### config.mk
export PLATFORM = sky130hd
export DESIGN_NAME = systolic_mem_arbiter
export DESIGN_NICKNAME = d
export VERILOG_FILES = /design/src/rtl/systolic_mem_arbiter_pkg.sv /design/src/rtl/systolic_mem_arbiter.sv
export SDC_FILE = /design/constraint.sdc
export NUM_CORES = 1
export LEC_CHECK = 0
export CAP_MARGIN = 30
export CORE_ASPECT_RATIO = 0.75
export CORE_UTILIZATION = 45
export CTS_CLUSTER_DIAMETER = 30
export DETAILED_ROUTE_END_ITERATION = 12
export DONT_BUFFER_PORTS = 1
export GPL_ROUTABILITY_DRIVEN = 0
export PLACE_DENSITY = 0.58
export SLEW_MARGIN = 20
export SYNTH_ARGS = -nofsm -noshare
export SYNTH_HDL_FRONTEND = slang
export SYNTH_SLANG_ARGS = --single-unit
### constraint.sdc
create_clock -name clk -period 2.85 [get_ports clk]
set_input_delay 0.7125 -clock clk [delete_from_list [all_inputs] [get_ports clk]]
set_output_delay 0.7125 -clock clk [all_outputs]
set_load 0.01 [all_outputs]
### src/rtl/systolic_mem_arbiter_pkg.sv
// Shared types for the systolic memory arbiter: FSM state encoding and
// requester index constants used by the arbiter and its test environment.
package SystolicTypes;

    typedef enum logic [1:0] {
        ARB_IDLE = 2'd0,
        OWN0     = 2'd1,
        OWN1     = 2'd2
    } arb_state_t;

    localparam logic REQ_SYS  = 1'b0;
    localparam logic REQ_HOST = 1'b1;

endpackage

### src/rtl/systolic_mem_arbiter.sv
// Two-requester memory arbiter (systolic controller vs host loader) with burst
// locking, bounded lock under contention, read-valid routing and usage counters.
module systolic_mem_arbiter
    import SystolicTypes::*;
#(
    parameter int WIDTH     = 16,
    parameter int AW        = 12,
    parameter int MAX_BURST = 16
) (
    input  logic                    clk,
    input  logic                    rst,
    input  logic [1:0]              req,
    input  logic [1:0]              we,
    input  logic [1:0]              lock,
    input  logic [AW-1:0]           addr0,
    input  logic [AW-1:0]           addr1,
    input  logic signed [WIDTH-1:0] wdata0,
    input  logic signed [WIDTH-1:0] wdata1,
    output logic [1:0]              gnt,
    output logic signed [WIDTH-1:0] rdata,
    output logic [1:0]              rvalid,
    output logic [AW-1:0]           mem_addr,
    output logic                    mem_we,
    output logic signed [WIDTH-1:0] mem_wdata,
    input  logic signed [WIDTH-1:0] mem_rdata,
    output arb_state_t              arb_state,
    output logic [31:0]             grant_cycles0,
    output logic [31:0]             grant_cycles1,
    output logic [31:0]             contention_count
);

    localparam int BW = (MAX_BURST > 1) ? $clog2(MAX_BURST) : 1;
    localparam logic [BW-1:0] BURST_LAST = BW'(MAX_BURST - 1);

    arb_state_t    state_q, state_d;
    logic          last_owner_q, last_owner_d;
    logic [BW-1:0] burst_q, burst_d;
    logic [1:0]    rvalid_q, rvalid_d;
    logic [31:0]   gc0_q, gc0_d, gc1_q, gc1_d, cont_q, cont_d;

    logic owning, own, oth, hold, issue;

    // Tie-break: with both requesting, the one that did not own last wins.
    function automatic logic rr_pick(input logic [1:0] r, input logic last);
        if (r == 2'b11) return ~last;
        return r[1] ? REQ_HOST : REQ_SYS;
    endfunction

    assign owning = (state_q != ARB_IDLE);
    assign own    = (state_q == OWN1);
    assign oth    = ~own;

    // NOTE: every signal written below gets a default first, so no path leaves
    // a value unassigned and no latch is inferred.
    always_comb begin
        state_d      = state_q;
        last_owner_d = last_owner_q;
        hold         = 1'b0;
        unique case (state_q)
            ARB_IDLE: begin
                if (|req) state_d = rr_pick(req, last_owner_q) ? OWN1 : OWN0;
            end
            OWN0, OWN1: begin
                hold = req[own] && (!req[oth] || (lock[own] && burst_q != BURST_LAST));
                if (!hold) begin
                    state_d      = req[oth] ? (oth ? OWN1 : OWN0) : ARB_IDLE;
                    last_owner_d = own;
                end
            end
            default: state_d = ARB_IDLE;
        endcase

        if (state_d == ARB_IDLE || state_d != state_q) burst_d = '0;
        else if (burst_q != BURST_LAST)                burst_d = burst_q + 1'b1;
        else                                           burst_d = burst_q;

        gc0_d  = gc0_q  + {31'd0, state_q == OWN0};
        gc1_d  = gc1_q  + {31'd0, state_q == OWN1};
        cont_d = cont_q + {31'd0, owning && req[oth]};
    end

    // Memory port and grant are gated by reset so an aborted burst issues nothing.
    assign issue     = rst && owning && req[own];
    assign mem_addr  = issue ? (own ? addr1 : addr0) : '0;
    assign mem_we    = issue && we[own];
    assign mem_wdata = issue ? (own ? wdata1 : wdata0) : '0;
    assign rvalid_d  = (issue && !we[own]) ? (own ? 2'b10 : 2'b01) : 2'b00;
    assign gnt       = rst ? {state_q == OWN1, state_q == OWN0} : 2'b00;

    // NOTE: sequential state uses non-blocking assignments so every register
    // samples the pre-edge values regardless of statement order.
    always_ff @(posedge clk) begin
        if (!rst) begin
            state_q      <= ARB_IDLE;
            last_owner_q <= REQ_HOST;
            burst_q      <= '0;
            rvalid_q     <= '0;
            gc0_q        <= '0;
            gc1_q        <= '0;
            cont_q       <= '0;
        end else begin
            state_q      <= state_d;
            last_owner_q <= last_owner_d;
            burst_q      <= burst_d;
            rvalid_q     <= rvalid_d;
            gc0_q        <= gc0_d;
            gc1_q        <= gc1_d;
            cont_q       <= cont_d;
        end
    end

    assign rdata            = mem_rdata;
    assign rvalid           = rvalid_q;
    assign arb_state        = state_q;
    assign grant_cycles0    = gc0_q;
    assign grant_cycles1    = gc1_q;
    assign contention_count = cont_q;

endmodule

=== After elaboration in Yosys (flattened, before gate mapping) ===
Cells that the tools add are included.
W data, S select, Z words.

* Bits in registers: 105
* Output and inout port bits: 147

* Add/sub/neg operators: 4
* Order comparisons: 2
* Eq/ne operators: 5
* Mux-type cells: 28
* Bitwise operators: 4
* Reductions and logical operators: 19

{| class="wikitable"
|+ Operators by type and width
! kind !! number
|-
| $add A32 B1 Y32 || 3
|-
| $mux W16 || 2
|-
| $mux W12 || 2
|-
| $mux W1 || 16
|-
| $mux W2 || 7
|-
| $logic_and A1 B1 Y1 || 7
|-
| $reduce_or A2 Y1 || 3
|-
| $add A4 B1 Y4 const B || 1
|-
| $eq A2 B2 Y1 const B || 2
|-
| $logic_not A2 Y1 || 2
|-
| $lt A1 B2 Y1 const B || 2
|-
| $ne A4 B4 Y1 const B || 1
|-
| $not A1 Y1 || 4
|-
| $pmux W2 S2 || 1
|-
| $reduce_and A2 Y1 || 2
|-
| $eq A2 B1 Y1 const B || 1
|-
| $logic_not A1 Y1 || 2
|-
| $logic_or A1 B1 Y1 || 2
|-
| $ne A2 B2 Y1 || 1
|-
| $reduce_bool A2 Y1 || 1
|}

=== Longest topological paths before layout ===
Gate-level depths: netlist of run 1.

* Depth after elaboration: 13
* Mapped depth: 14
* Mapped depth without buffers: 11

=== Least setup slack after synthesis of run 1 ===
No wires, ideal clock.

* Path type: flip-flop to flip-flop
* Start point: reg state_q[0] (netlist: arb_state[0])
* End point: reg cont_q[25] (netlist: contention_count[25])
* Setup time: 115 ps
* Arrival time: 2,866 ps
* Slack: -131 ps
* Cell stages (with the launch flop): 14
* Cell sequence: dfxtp_1 -> inv_1 -> ha_1 -> buf_4 -> buf_2 -> buf_2 -> mux2i_1 -> nor2_1 -> ha_1 -> nand4_1 -> nor4_4 -> nand4_1 -> xnor2_1 -> and2_1

* Longest elaborated chain between the ends: 5
* Elaborated cells on any way between the ends: 6
* Classes of those cells: add/sub (1); eq/ne (1); mux (2); reduce/logical (2)

{| class="wikitable"
|+ Ends and longest elaborated chain
! item !! line !! source
|-
| start, declared || systolic_mem_arbiter.sv:35 || <nowiki>arb_state_t state_q, state_d;</nowiki>
|-
| start signal, assigned || systolic_mem_arbiter.sv:102 || <nowiki>state_q <= state_d;</nowiki>
|-
| $eq A2 B2 Y1 || systolic_mem_arbiter.sv:50 || <nowiki>assign own = (state_q == OWN1);</nowiki>
|-
| via own || systolic_mem_arbiter.sv:41 || <nowiki>logic owning, own, oth, hold, issue;</nowiki>
|-
| $mux W1 (not written as such) (2 in a row) || systolic_mem_arbiter.sv:79 || <nowiki>cont_d = cont_q + {31'd0, owning && req[oth]};</nowiki>
|-
| $logic_and A1 B1 Y1 || systolic_mem_arbiter.sv:79 ||
|-
| $add A32 B1 Y32 || systolic_mem_arbiter.sv:79 ||
|-
| end signal, assigned || systolic_mem_arbiter.sv:108 || <nowiki>cont_q <= cont_d;</nowiki>
|-
| end, declared || systolic_mem_arbiter.sv:39 || <nowiki>logic [31:0] gc0_q, gc0_d, gc1_q, gc1_d, cont_q, cont_d;</nowiki>
|}

The timed path passes the listed nets, and every way through them passes these cells. The select of a mux whose other input is x is not followed.
A chain may end at the register's enable or synchronous reset.

=== Worst setup path in the final report of run 1 ===
* Start point: reg state_q[0] (netlist: arb_state[0])
* End point: out mem_wdata[14]

* Longest elaborated chain between the ends: 5
* Elaborated cells on any way between the ends: 8
* Classes of those cells: eq/ne (1); mux (4); reduce/logical (3)

{| class="wikitable"
|+ Ends and longest elaborated chain
! item !! line !! source
|-
| $eq A2 B2 Y1 (*) || systolic_mem_arbiter.sv:50 ||
|-
| via own || systolic_mem_arbiter.sv:41 ||
|-
| $mux W1 (not written as such) (2 in a row) || systolic_mem_arbiter.sv:83 || <nowiki>assign issue = rst && owning && req[own];</nowiki>
|-
| $logic_and A1 B1 Y1 || systolic_mem_arbiter.sv:83 ||
|-
| $mux W16 (*) || systolic_mem_arbiter.sv:86 || <nowiki>assign mem_wdata = issue ? (own ? wdata1 : wdata0) : '0;</nowiki>
|-
| end, declared || systolic_mem_arbiter.sv:24 || <nowiki>output logic signed [WIDTH-1:0] mem_wdata,</nowiki>
|}

Mark *: on every way through the listed nets, which the timed path passes. The rest lies on a longest branch. The select of a mux whose other input is x is not followed.

==> impl_metrics.ini, run 1 <==
[sta]
skew_ns = 0.0104
finalCriticalPeriod_ns = 2.75
final.hold.worst_slack_ns = 0.447
tightest_slew_ns = 0.529
hold_viol = 0
finalSetupViolCount = 0
finalCritPeriodShare_pct = 96.5
fmax_ghz = 0.363
slew_viol_final = 0
relSlewSlack_pct = 64.7

[logic_synthesis]
synth_seq_area_share_pct = 37.1
netlist.area_leader.share_pct = 37.1
yosysWarnings = 0
avgSynthCellArea_sq_um = 9.00
synth_area_leader_cell = dfxtp_1
synth-seq-cells = 105
netlist_area_sq_um = 5660
synth_cells = 629
synthesis.nets = 720
ys_top_cells_by_area = dfxtp_1, and2_1, xnor2_1, mux2i_1, xor2_1
synthFlopType = dfxtp_1
yosysMostFrequentCell = dfxtp_1
synth_commonest_cells = dfxtp_1, and2_1, xnor2_1, nor2_1, nand2_1
ys_types = 57
async_flop_share_pct = 0
synth-edff-count = 0

[pwr]
peakVddDrop_uv = 316
power.density_nw_per_um2 = 634
leakage_nw = 2.27
total_power_mw = 3.81

[clocking]
clk_pin_slew_ns = 0.07
cts_tree = yes
cts_num_sinks = 105
cts_buffers = 9
post_cts_buffers = 0
clock_latency_ns = 0.34
clockRootBuffer = clkbuf_16
clk_path_buf_depth = 2
hold_buffers = 0
htreeDepth = 3

[grt]
grt_max_degree = 102
grt_overflow = 0
grt_util_met2_pct = 29.5
grtUsageMet3_pct = 6.42
met1_usage_pct = 26.4
track_usage_pct = 19.4
grt_pass1_vias = 3871
antenna_found_initial = 0
grt-busiest-layer = met2
grt_pass1_wl_mm = 20.6

[die]
core_area_sq_um = 12300
start_util_pct = 46.2
fp.dieW_um = 132
dieHeight_um = 99.2
io_pins = 227
rows = 35
die_area_sq_um = 13000

[cells_and_area]
antenna_cells = 0
final_nets = 696
n_fill_cell = 1165
drive_above_1_share_pct = 9.18
syn2layout_area_growth_pct = 6.08
final_cells = 776

[worst_setup_path]
crit_arrival_ns = 2.04
start_kind = flop
r2r_start = arb_state[0]
r2r_end = burst_q[3]
required_ns = 2.14
r2r_cells = 9
endpoint_kind = primary output
crit_fanout = 31
crit_type = flop to primary output
rrSetupSlack_ns = 0.24

[place]
dp_hpwl_mm = 9.37
numPortBuffers = 0
place_inst = 760

[route]
drc = 0
num_vias = 4236
drtIter0Drc = 157
ant_nets = 0
viasPerCell = 5.46
detail_route.wl_per_cell_um = 16.7
finalWirelength_mm = 12.9
dr.pass1.iters = 4

[min_path]
min_from = we[0]
min_path_cells = 1
min_to = rvalid[0]
hold_path_class = input pin to flop

[run]
cap_viol_max_count = 0

[run_status]
status = completed
layout make-up:
cell class	count	area (sq um)	area share [%]
clock buffers	11	243	4.04
clock inverters	5	38.8	0.646
inverters	7	26.3	0.437
multi-input cells	473	3310	55.2
flip-flops and latches	105	2110	35.1
well taps	166	208	3.46
repair buffers	9	71.3	1.19
placed cells by master, fill, tap and decap left out, types with 9 or more instances in the layout:
master,count
dfxtp_1,103
and2_1,83
xnor2_1,56
nor2_1,38
nand2_1,38
nand3_1,35
mux2i_1,33
xor2_1,24
nand4_1,20
o21ai_0,17
and3_1,15
or3_1,11
ha_1,10
nor2b_1,9
clkbuf_16,9
sequential cells by signal, summed over array words and instances (netlist names):
| register | flops |
|---|---|
| rvalid | 2 |
| burst_q | 4 |
| arb_state | 2 |
| contention_count | 32 |
| last_owner_q | 1 |
| grant_cycles1 | 32 |
| grant_cycles0 | 32 |
layer usage:
metal  wire length (um)  vias to the layer above
met5                  0                        -
met4                179                        0
met3                981                       22
met2               5780                      140
met1               5990                     1986
li1                   -                     2088
power by group:
part / internal, mW / leakage [nW] / switching, mW
Combinational: 0.424 / 1.29 / 0.584
Sequential: 1.53 / 0.847 / 0.0872
Clock: 0.622 / 0.136 / 0.560
Total: 2.57 / 2.27 / 1.23
metrics by stage:
step / utilization, % / area, sq um / setup WS (ns) / TNS [ns]
after floorplan: - / 5670 / 0.00373 / 0
after global placement: 46.5 / 5700 / 0.286 / 0
final: 49.0 / 6010 / 0.0986 / 0
after detailed placement: 46.5 / 5700 / 0.178 / 0
after CTS: 48.9 / 6000 / 0.0333 / 0
after global routing: 49.0 / 6010 / -0.00318 / -0.00442
worst max-delay path, stage by stage (launching register included):
cell	delay [ns]
dfxtp_2	0.33
inv_1	0.08
ha_2	0.24
mux2i_2	0.19
or3b_1	0.39
buf_6	0.20
nor2_2	0.24
repair_timing:
action | in CTS | in global routing
pin swaps | 0 | 0
resized for setup | 7 | 2
endpoints found under the setup margin | 15 | 29
logic make-up (layout without fill, tap and decap cells):
kind of cell | Yosys count | in the layout | synth area share [%]
compound gates | 52 | 52 | 6.70
buf+inv | 51 | 32 | 4.75
xor+xnor | 80 | 80 | 12.4
simple gates | 294 | 294 | 30.2
mux | 36 | 36 | 6.47
flops | 105 | 105 | 37.1
fa+ha+maj | 11 | 11 | 2.43
worst max path at each step:
stage / from / to / slack, ns / cells past startpoint
after global routing: arb_state[0] / mem_addr[8] / -0.003 / 6
final: arb_state[0] / mem_wdata[14] / 0.1 / 6
after CTS: arb_state[0] / mem_wdata[2] / 0.03 / 6
after floorplan: arb_state[0] / contention_count[25] / 0.004 / 13
after detailed placement: arb_state[1] / contention_count[25] / 0.18 / 9
after global placement: arb_state[1] / contention_count[25] / 0.29 / 9
No activity file was read; power rests on OpenSTA's default activity.
==> run 2, diff against run 1 <==
--- a/config.mk
+++ b/config.mk
@@ -13,6 +13,7 @@
 export DONT_BUFFER_PORTS = 1
 export GPL_ROUTABILITY_DRIVEN = 0
 export PLACE_DENSITY = 0.58
+export RECOVER_POWER = 100
 export SLEW_MARGIN = 20
 export SYNTH_ARGS = -nofsm -noshare
 export SYNTH_HDL_FRONTEND = slang
==> impl_metrics.ini, run 2 (synthesis gave the netlist of run 1 again) <==
[grt]
grt_pass1_vias = 3871
grt_max_degree = 102
grt_overflow = 0
antenna_found_initial = 0
grt_pass1_wl_mm = 20.6
track_usage_pct = 19.4

[worst_setup_path]
r2r_cells = 9
crit_type = flop to primary output
crit_path_start = arb_state[0]
max_stage_delay_ns = 0.39
endpoint_kind = primary output
r2r_start = arb_state[0]
setup.worst_path.end = mem_wdata[14]
rrSetupSlack_ns = 0.23
worstPathCellList = inv_1, ha_2, mux2i_2, or3b_1, buf_6, nor2_2
required_ns = 2.14
crit_fanout = 31
r2r_end = burst_q[1]
crit_arrival_ns = 2.04
start_kind = flop
crit_slowest_cell = or3b_1

[clocking]
clock_latency_ns = 0.34
cts_num_sinks = 105
clk_path_buf_depth = 2
cts_tree = yes
clk_pin_slew_ns = 0.07
hold_buffers = 0
htreeDepth = 3
clockRootBuffer = clkbuf_16
cts_buffers = 9

[route]
viasPerCell = 5.46
num_vias = 4239
drc = 0
detail_route.wl_per_cell_um = 16.7
dr.pass1.iters = 4
ant_nets = 0
finalWirelength_mm = 12.9
drtIter0Drc = 154

[sta]
skew_ns = 0.0101
tns_ns = 0
fmax_ghz = 0.363
tightest_slew_ns = 0.575
hold_viol = 0
finalCriticalPeriod_ns = 2.75
finalSetupViolCount = 0
relSlewSlack_pct = 61.7
slew_viol_final = 0
fin_ws_ns = 0.0956
finalCritPeriodShare_pct = 96.6
final.hold.worst_slack_ns = 0.447

[die]
dieHeight_um = 99.2
start_util_pct = 46.2
die_area_sq_um = 13000
fp.dieW_um = 132
rows = 35
io_pins = 227
core_area_sq_um = 12300

[place]
dp_hpwl_mm = 9.37
place_ws_ns = 0.178
numPortBuffers = 0

[cells_and_area]
final_nets = 696
final_common_cell = dfxtp_1
syn2layout_area_growth_pct = 5.90
drive_above_1_share_pct = 8.85
antenna_cells = 0
fin_util_pct = 48.9
final_cell_mix = dfxtp_1, and2_1, xnor2_1
n_fill_cell = 1165

[pwr]
power.density_nw_per_um2 = 634
peakVddDrop_uv = 314
total_power_mw = 3.80
leakage_nw = 2.25

[min_path]
hold_path_class = input pin to flop
min_path_cells = 1

[run_status]
status = completed

[run]
cap_viol_max_count = 0
==> run 2: layout make-up <==
cell class | count | area, sq um | area share (%)
Multi-Input combinational cell | 473 | 3310 | 55.1
Sequential cell | 105 | 2110 | 35.1
Clock inverter | 5 | 38.8 | 0.647
Tap cell | 166 | 208 | 3.46
Timing Repair Buffer | 9 | 67.6 | 1.13
Clock buffer | 11 | 243 | 4.05
Inverter | 7 | 26.3 | 0.438
==> run 2: worst min-delay path by stage <==
stage	start	slack (ns)	end
after floorplan	grant_cycles0[30]	0.51	grant_cycles0[30]
after global placement	burst_q[1]	0.54	burst_q[1]
after detailed placement	contention_count[7]	0.55	contention_count[7]
after CTS	we[0]	0.42	rvalid[0]
after global routing	we[0]	0.44	rvalid[0]
final	we[0]	0.45	rvalid[0]
==> run 2: what timing repair did <==
item	CTS	global route
buffers inserted	0	0
setup endpoints to repair	15	29
gates resized for setup	7	2
endpoints found under the hold margin	0	0
==> run 2: critical path, delay by kind of cell (launching register included) <==
family                     cells  cell delay [ns]
adders and majority gates      1             0.24
muxes                          1             0.19
buffers and inverters          2             0.28
DFF                            1             0.33
and+or+nand+nor                2             0.63
==> run 2: power breakdown <==
part           total, mW  switching (mW)  internal, mW
clock               1.18           0.561         0.623
combinational       1.00           0.584         0.418
sequential          1.61          0.0864          1.53
==> run 2: metrics by stage <==
step | cell area, sq um | std cells
after floorplan | 5670 | 629
after global placement | 5700 | 760
after detailed placement | 5700 | 760
after CTS | 6000 | 776
after global routing | 6000 | 776
final | 6000 | 776
==> run 2: routing by layer <==
metal / vias to the layer above / global-route usage, % / wire [um]
met5: - / 0 / 0
met4: 0 / 5.19 / 159
met3: 21 / 6.42 / 911
met2: 136 / 29.5 / 5760
met1: 1993 / 26.4 / 6120
li1: 2089 / - / -
==> run 3, diff against run 2 <==
--- a/config.mk
+++ b/config.mk
@@ -5,7 +5,7 @@
 export SDC_FILE = /design/constraint.sdc
 export NUM_CORES = 1
 export LEC_CHECK = 0
-export CAP_MARGIN = 30
+export CAP_MARGIN = 20
 export CORE_ASPECT_RATIO = 0.75
 export CORE_UTILIZATION = 45
 export CTS_CLUSTER_DIAMETER = 30
@@ -14,6 +14,7 @@
 export GPL_ROUTABILITY_DRIVEN = 0
 export PLACE_DENSITY = 0.58
 export RECOVER_POWER = 100
+export REMOVE_ABC_BUFFERS = 1
 export SLEW_MARGIN = 20
 export SYNTH_ARGS = -nofsm -noshare
 export SYNTH_HDL_FRONTEND = slang
==> impl_metrics.ini, run 3 (synthesis gave the netlist of run 1 again) <==
[grt]
grt_pass1_wl_mm = 19.8
grt_max_degree = 102
grt_overflow = 0
grt_pass1_vias = 3991
antenna_found_initial = 0
track_usage_pct = 18.7

[worst_setup_path]
rrSetupSlack_ns = 0.37
crit_type = flop to primary output
max_stage_delay_ns = 0.38
critPathTopFamily = buffers and inverters
crit_fanout = 31
worstPathCellList = inv_1, ha_1, buf_4, or3b_1, buf_6, nor2_1, buf_4
path_buf_inv = 4
crit_slowest_cell = dfxtp_4
endpoint_kind = primary output
crit_top_cell = buf_4
crit_arrival_ns = 2.02
required_ns = 2.14
start_kind = flop

[route]
num_vias = 4315
drc = 0
detail_route.wl_per_cell_um = 15.6
finalWirelength_mm = 12.3
ant_nets = 0
dr.pass1.iters = 4
drtIter0Drc = 197
viasPerCell = 5.45

[pwr]
power.density_nw_per_um2 = 667
internal-power_mw = 2.89
comb_power_share_pct = 25.6
peakVddDrop_uv = 328
clkPwrFrac_pct = 35.6
pwr-share-seq_pct = 38.7
swShare_pct = 30.0
p_sw_mw = 1.24
leakage_nw = 2.40

[min_path]
hold_path_class = input pin to flop

[die]
die_area_sq_um = 13000
fp.dieW_um = 132
dieHeight_um = 99.2
rows = 35
io_pins = 227
core_area_sq_um = 12300
start_util_pct = 46.2

[cells_and_area]
final_common_cell = dfxtp_1
stdcell_area_sq_um = 6190
fin_util_pct = 50.5
drive_above_1_share_pct = 10.4
final_cell_mix = dfxtp_1, and2_1, xnor2_1
syn2layout_area_growth_pct = 9.35
final_cells = 792
final_nets = 712
antenna_cells = 0

[run_status]
status = completed

[place]
post_dp_cell_area_sq_um = 5820
place_inst = 776
dp_hpwl_mm = 8.88
numPortBuffers = 0

[clocking]
cts_tree = yes
clockRootBuffer = clkbuf_16
cts_num_sinks = 105
clk_path_buf_depth = 2
clk_pin_slew_ns = 0.07
clock_latency_ns = 0.34
htreeDepth = 3
post_cts_buffers = 0
cts_buffers = 9

[sta]
rsz0062_at_grt = yes
fmax_ghz = 0.366
finalSetupViolCount = 0
skew_ns = 0.0103
slew_viol_final = 0
relSlewSlack_pct = 70.7
hold_viol = 0
finalCriticalPeriod_ns = 2.73
tightest_slew_ns = 0.438
finalCritPeriodShare_pct = 95.8

[run]
cap_viol_max_count = 0
[run 3: changes by cell type in the layout (fill, tap and decap cells not counted), moves of 2 or more]
cell,before,now
buf_4,7,23
clkbuf_1,2,0
nor2_1,38,44
and2_0,7,0
nor2_2,7,1
bufinv_16,0,3
and2_1,76,83
[run 3: cell type report]
cell class                      count  area, sq um
Fill cell                        1172         6070
Multi-Input combinational cell    473         3290
Sequential cell                   105         2110
Clock buffer                       10          239
Tap cell                          166          208
Timing Repair Buffer               25          195
Clock inverter                      6          124
Inverter                            7         26.3
[run 3: final timing paths]
path	end	from	cells after the start
hold reg to reg	grant_cycles0[22]	grant_cycles0[22]	2
hold / removal	rvalid[1]	we[1]	1
setup reg to reg	contention_count[18]	arb_state[0]	11
setup / recovery	mem_wdata[14]	arb_state[1]	7
[run 3: routing by layer]
| metal | vias to the layer above | share of wire, % | routed length, um | track usage, % |
|---|---|---|---|---|
| li1 | 2114 | - | - | - |
| met5 | - | 0 | 0 | 1.85 |
| met2 | 167 | 46 | 5610 | 29.8 |
| met1 | 2024 | 44 | 5420 | 22.4 |
| met4 | 0 | 0.84 | 103 | 5.72 |
| met3 | 10 | 9.6 | 1180 | 8.56 |
[run 3: through the flow]
step / total power, mW / hold WS (ns) / setup TNS (ns) / setup slack, ns
floorplan: 2.42 / 0.514 / -64.36 / -1.13
global placement: 2.66 / 0.526 / 0 / 0.350
detailed placement: 2.68 / 0.550 / 0 / 0.246
CTS: 4.17 / 0.419 / 0 / 0.0265
global route: 4.33 / 0.413 / -0.0388 / -0.0220
finish: 4.13 / 0.433 / 0 / 0.121
[run 3: power by group through the flow]
stage / registers [mW] / clock network [mW] / logic [mW]
after global routing: 1.61 / 1.57 / 1.15
after floorplan: 1.63 / 0 / 0.788
final: 1.60 / 1.47 / 1.06
after detailed placement: 1.63 / 0 / 1.05
after CTS: 1.60 / 1.51 / 1.05
after global placement: 1.63 / 0 / 1.03
[run 3: what timing repair did]
action / 4_1_cts / 5_1_grt
setup endpoints to repair: 16 / 20
gates resized for setup: 1 / 3
hold buffers: 0 / 0
endpoints found under the hold margin: 0 / 0
pin swaps: 0 / 0
